`src/rtl/piso_serializer.sv`:
```
// piso_serializer: parallel-in/serial-out shifter with a valid/ready load
// handshake, bit-rate enable, back-to-back word support and an end-of-word
// pulse. Bit order is selected by LSB_FIRST.
module piso_serializer #(
  parameter int   WIDTH      = 8,
  parameter bit   LSB_FIRST  = 1'b0,
  parameter logic IDLE_LEVEL = 1'b0
) (
  input  logic             clk,
  input  logic             rst_n,
  input  logic [WIDTH-1:0] pin,
  input  logic             load_valid,
  output logic             load_ready,
  input  logic             shift_en,
  output logic             sout,
  output logic             sout_valid,
  output logic             busy,
  output logic             done
);

  localparam int CW = $clog2(WIDTH + 1);

  typedef enum logic {IDLE, SHIFT} state_t;

  state_t           r_state, w_state_nxt;
  logic [WIDTH-1:0] r_sreg;
  logic [CW-1:0]    r_cnt;
  logic             r_sout, r_sout_valid, r_done;

  logic             w_last, w_accept, w_bit;
  logic [WIDTH-1:0] w_shifted;

  // Last bit of the word leaves on this edge; also the only SHIFT-state
  // edge where a following word may be taken without a gap.
  assign w_last     = (r_state == SHIFT) && (r_cnt == CW'(1)) && shift_en;
  assign load_ready = rst_n && ((r_state == IDLE) || w_last);
  assign w_accept   = load_valid && load_ready;

  assign w_bit      = LSB_FIRST ? r_sreg[0] : r_sreg[WIDTH-1];
  assign w_shifted  = LSB_FIRST ? {1'b0, r_sreg[WIDTH-1:1]}
                                : {r_sreg[WIDTH-2:0], 1'b0};

  // State register.
  always_ff @(posedge clk) begin
    if (!rst_n) r_state <= IDLE;
    else        r_state <= w_state_nxt;
  end

  // Next state: leave IDLE on accept; leave SHIFT after the last bit unless
  // a back-to-back word is taken on that same edge.
  always_comb begin
    w_state_nxt = r_state;
    case (r_state)
      IDLE:    if (w_accept)            w_state_nxt = SHIFT;
      SHIFT:   if (w_last && !w_accept) w_state_nxt = IDLE;
      default: w_state_nxt = IDLE;
    endcase
  end

  // Datapath: load, shift and present bits; done marks the last bit.
  always_ff @(posedge clk) begin
    if (!rst_n) begin
      r_sreg       <= '0;
      r_cnt        <= '0;
      r_sout       <= IDLE_LEVEL;
      r_sout_valid <= 1'b0;
      r_done       <= 1'b0;
    end else begin
      r_done <= w_last;
      case (r_state)
        IDLE: begin
          r_sout       <= IDLE_LEVEL;
          r_sout_valid <= 1'b0;
          if (w_accept) begin
            r_sreg <= pin;
            r_cnt  <= CW'(WIDTH);
          end
        end
        SHIFT: begin
          if (shift_en) begin
            r_sout       <= w_bit;
            r_sout_valid <= 1'b1;
            // In SHIFT an accept can only coincide with the last bit.
            if (w_accept) begin
              r_sreg <= pin;
              r_cnt  <= CW'(WIDTH);
            end else begin
              r_sreg <= w_shifted;
              r_cnt  <= r_cnt - CW'(1);
            end
          end else begin
            // Stall: hold the line, mark no new bit.
            r_sout_valid <= 1'b0;
          end
        end
        default: begin
          r_sout       <= IDLE_LEVEL;
          r_sout_valid <= 1'b0;
        end
      endcase
    end
  end

  assign sout       = r_sout;
  assign sout_valid = r_sout_valid;
  assign done       = r_done;
  assign busy       = (r_state == SHIFT);

endmodule

```
`config.mk`:
```
export PLATFORM = sky130hd
export DESIGN_NAME = piso_serializer
export DESIGN_NICKNAME = d
export VERILOG_FILES = /design/src/rtl/piso_serializer.sv
export SDC_FILE = /design/constraint.sdc
export NUM_CORES = 1
export LEC_CHECK = 0
export BUFFER_PORTS_ARGS = -buffer_cell sky130_fd_sc_hd__buf_2
export CORE_MARGIN = 2
export CORE_UTILIZATION = 36
export CTS_BUF_LIST = sky130_fd_sc_hd__clkbuf_4 sky130_fd_sc_hd__clkbuf_8 sky130_fd_sc_hd__clkbuf_16
export DETAILED_ROUTE_END_ITERATION = 8
export GPL_ROUTABILITY_DRIVEN = 1
export SLEW_MARGIN = 10
export SYNTH_ARGS = -nofsm -noshare
export SYNTH_HDL_FRONTEND = slang
export SYNTH_SLANG_ARGS = --single-unit
```
`constraint.sdc`:
```
create_clock -name clk -period 1.3 [get_ports clk]
set_clock_uncertainty 0.1 [all_clocks]
set_input_delay 0.26 -clock clk [delete_from_list [all_inputs] [get_ports clk]]
set_output_delay 0.26 -clock clk [all_outputs]
set_load 0.01 [all_outputs]
```
### Word level (Yosys, flattened, before mapping)

Cells that the tools add are included.

* memories: 0
* output and inout bits: 5
* ROM bits: 0
* register bits after elaboration: 16
* bits in latches: 0
* memory bits (writable): 0

* $lt $le $gt $ge: 0
* bitwise operators: 1
* $mul: 0
* muxes and demuxes: 15
* equality and inequality tests: 3
* add/subtract/negate cells: 1
* div/mod/pow operators: 0
* shifts and indexed selects: 0
* reduce and logical (&&, ||, !) cells: 8

Operators with widths (number)
* two-way mux 8 bit: 3
* case mux 8 bit (2 select lines): 1
* two-way mux 4 bit: 3
* case mux 4 bit (2 select lines): 1
* case mux 1 bit (2 select lines): 3
* logical AND 1 bit: 5
* equality test 4 x 1 -> 1 bit (second input constant): 1
* two-way mux 1 bit: 4
* inequality test 2 bit (second input constant): 2
* subtractor 4 x 1 -> 4 bit (second input constant): 1
* AND reduction 2 bit: 1
* logical NOT 1 bit: 1
* logical OR 1 bit: 1
* inverter 1 bit: 1

### Logic depth before layout (Yosys ltp)

* depth after elaboration: 10
* gate-level depth with buffers: 6
* mapped depth without buffers: 5

### Worst setup path after synthesis

OpenSTA, ideal clock, no wires.

* kind: reg2reg
* start point: register r_state (netlist: busy)
* end point: register r_cnt[3]
* data arrival time: 1.182 ns
* setup time: 0.120 ns
* slack: -0.102 ns
* stages on the path, launching flop included: 6
* cells stage by stage: dfxtp_1 -> buf_6 -> mux2i_2 -> buf_6 -> nor3_2 -> o31a_1

* cells in the longest elaborated chain, start to end: 8
* elaborated cells on any way between the ends: 12

RTL lines
* start, declared: line 25 `state_t r_state, w_state_nxt;`
* start signal, assigned: line 46 `else r_state <= w_state_nxt;`
* logical AND 1 bit (2 in series): line 35 `assign w_last = (r_state == SHIFT) && (r_cnt == CW'(1)) && shift_en;`
* logical OR 1 bit: line 36 `assign load_ready = rst_n && ((r_state == IDLE) || w_last);`
* logical AND 1 bit: line 36
* logical AND 1 bit: line 37 `assign w_accept = load_valid && load_ready;`
* two-way mux 4 bit: line 84 `if (w_accept) begin`
* two-way mux 4 bit: line 80 `if (shift_en) begin`
* case mux 4 bit (2 select lines): line 70 `case (r_state)`
* end signal, assigned: line 76 `r_cnt <= CW'(WIDTH);`
* end signal, assigned: line 86 `r_cnt <= CW'(WIDTH);`
* end signal, assigned: line 89 `r_cnt <= r_cnt - CW'(1);`
* end, declared: line 27 `logic [CW-1:0] r_cnt;`

Parallel ways exist; a longest one is shown, timed or not. The select of a mux whose other input is x is not followed.
A chain may end at the register's enable or synchronous reset.

### Worst setup path after layout

* start point: register r_cnt[1]
* end point: output load_ready

* cells in the longest elaborated chain, start to end: 5

RTL lines
* equality test 4 x 1 -> 1 bit: line 35
* logical AND 1 bit (2 in series): line 35
* logical OR 1 bit: line 36
* logical AND 1 bit: line 36
* end, declared: line 13 `output logic load_ready,`

Every way passes these cells.

==> summary.txt <==
Worst setup path
  – Type of the worst setup path: flip-flop to output port
  – Critical path fanouts, max: 3
  – Reg-to-reg setup timing slack: -0.23 ns
  – Crit path required time: 0.94 ns
  – CP peak stage delay: 0.34 ns
  – Crit start category: flip-flop
  – Worst path cell trace: inv_2, ha_4, nand4bb_4, a21oi_2, buf_2
  – Worst Reg-to-Reg Cells: 7
  – CP Data Arrival Time: 1.21 ns
  – Cell with the largest stage delay on the worst path: dfxtp_2
  – Top delay family on crit path: flip-flops
  – Reg-to-Reg Start: r_cnt[1]
  – Crit path buffers/inverters: 2
  – R2r endpoint: r_sreg[4]
  – Crit path capture type: output port

Power
  – Clock power share: 23.7%
  – Total power: 0.00107 W
  – Sw power: 0.000287 W
  – Peak supply drop: 491 uV
  – Sequential share of power: 51.0%
  – Combinational share of power: 25.3%
  – Net Sw Frac: 27.0%
  – Static leakage: 0.494 nW
  – Power Density: 901 mW/mm^2
  – Pint: 0.000779 W

STA
  – Final hold viol count: 0
  – Fin crit share: 121%
  – Max Fclk: 636 MHz
  – RSZ-0062 raised after global routing: true
  – Final min period: 1.57 ns
  – Setup violators final: 14
  – Final WS setup: -0.272 ns
  – Worst-margin pin slew: 0.328 ns
  – Hold slack: 0.146 ns
  – Relative slew slack: 78.1%
  – Max-slew violations: 0

Hold path
  – Worst Hold End: r_cnt[3]
  – Hold depth: 2
  – HP Start: rst_n
  – Min-delay worst type: input pin to flip-flop

Route
  – WL final: 2090 um
  – DR DRC count: 0
  – Via count: 786
  – Starting DRT DRC Count: 8
  – WL/cell: 13.7 um
  – DRT antenna net count: 0
  – Vias per cell: 5.14
  – Drt pass-1 iters: 4

Floorplanning
  – # IOs: 17
  – Core Footprint: 0.00217 mm^2
  – Initial core utilization: 37.7%
  – Die W: 51.7 um
  – Rows: 17
  – Die span in y: 51.7 um
  – Die Area: 0.00267 mm^2

Yosys
  – Share of the synthesized area in the top cell type: 39.1%
  – Cell count after synthesis: 91
  – Syn Std Cell Area: 818 um^2
  – Synth area leader: dfxtp_1
  – Post-synthesis sequential element count: 16
  – Mapped Nets: 105
  – Dominant synthesized flop cell: dfxtp_1
  – Async S/R FF share, synth: 0%
  – Top post-synthesis cells by area: dfxtp_1 39%, a21oi_1 7.3%, a32o_1 7.3%
  – Syn avg cell area: 8.99 um^2
  – Post-synth EDFFs: 0
  – Register area share after synthesis: 39.1%
  – Ys Warns: 0
  – Synth unique cells: 30

Clock tree
  – TritonCTS Sinks: 16
  – H-tree Lvls: 1
  – CTS tree: yes
  – Skew-Pair Late Insertion Delay: 0.28 ns
  – Max clock buf depth: 2
  – CTS Buf Count: 3
  – Post-CTS Hold Buffers: 0
  – Clock slew at reported path FFs: 0.09 ns
  – Clock Root Buffer: clkbuf_4

Placement
  – Inst Count DP: 144
  – GP Congestion: 0.822
  – Final HPWL from detailed placement: 1380 um
  – # port buffers: 16

GRT
  – First-pass GRT wire length: 3270 um
  – Vias in the first global route: 757
  – Initial antenna violation count: 0
  – Pin count of the biggest net entering global routing: 12
  – GRT Total Usage: 16.6%
  – GRT Residual Overflow: 0

Layout
  – P&R area growth vs syn: 44.6%
  – Non-filler instance count after layout: 153
  – Most common cell after layout, fill and taps aside: buf_4
  – Layout cells sized above 1: 48.0%
  – Commonest cells after routing, fill and taps aside: 19 x buf_4, 16 x buf_2, 13 x dfxtp_1
  – Antenna diode count: 0
  – # nets final: 141

Status
  – Failing checks: setup timing
  – Status: finished with violations

Job
  – MaxCap Viol Count: 0
-- cell families after synthesis --
kind of cell,after synthesis,share of synthesized area (%)
AND/OR/NAND/NOR,28,19.0
flip-flops,16,39.1
buffers and inverters,11,7.65
AO/OA/AOI/OAI,31,26.5
adder cells (fa/ha/maj),2,3.06
multiplexers,3,4.74
-- layer usage --
metal	track usage (%)	part of all wire, %	up-vias
li1	-	-	397
met3	4.02	4.4	2
met5	0	0	-
met2	27.6	48	17
met4	8.33	0.81	0
met1	20.0	46	370
-- worst max-delay path by stage --
stage | start | depth (start not counted) | endpoint | slack, ns
2_1_floorplan | r_cnt[1] | 6 | r_sreg[2] | -0.03
6_report | r_cnt[1] | 5 | load_ready | -0.27
4_1_cts | r_cnt[1] | 5 | load_ready | -0.27
5_1_grt | r_cnt[1] | 5 | load_ready | -0.34
3_5_place_dp | r_cnt[1] | 6 | r_sreg[2] | -0.1
3_3_place_gp | r_cnt[1] | 6 | r_sreg[7] | -0.07
-- sequential cells by signal (all words and copies together), names as in the netlist --
register	flops
busy	1
done	1
sout_valid	1
sout	1
r_sreg	8
r_cnt	4
-- Yosys cell counts (3+ instances only) --
library cell  instances
dfxtp_1              16
a21oi_1              12
nand2_1              11
o21a_1                8
a32o_1                6
clkbuf_1              3
inv_1                 3
nor2_1                3
-- power by group through the flow --
stage          sequential (W)  clock [W]  combinational [W]
2_1_floorplan        0.000552          0           0.000141
3_3_place_gp         0.000554          0           0.000227
3_5_place_dp         0.000554          0           0.000229
4_1_cts              0.000544   0.000260           0.000253
5_1_grt              0.000547   0.000279           0.000294
6_report             0.000543   0.000253           0.000270
-- metrics by stage --
stage	cell area [um^2]	setup TNS, ns	setup WS (ns)	utilization [%]
5_1_grt	1180	-3.46	-0.340	54.6
3_3_place_gp	1030	-0.563	-0.0745	47.7
4_1_cts	1130	-1.14	-0.268	52.1
6_report	1180	-2.60	-0.272	54.6
3_5_place_dp	1030	-0.778	-0.0965	47.7
2_1_floorplan	846	-0.193	-0.0278	-
-- area by class of cell --
cell class / instances / area, um^2
sequential: 16 / 327
fill: 207 / 986
timing repair buffer: 39 / 268
clock buffer: 3 / 22.5
tap: 28 / 35.0
inverter: 3 / 11.3
multi-input combinational: 64 / 520
-- what timing repair did --
action                     CTS  global route
cloned                       0             1
setup buffers                3             2
setup endpoints to repair   14            14
gates resized for setup      8             7
pin swaps                    6             4
(Power assumes the default switching activity.)
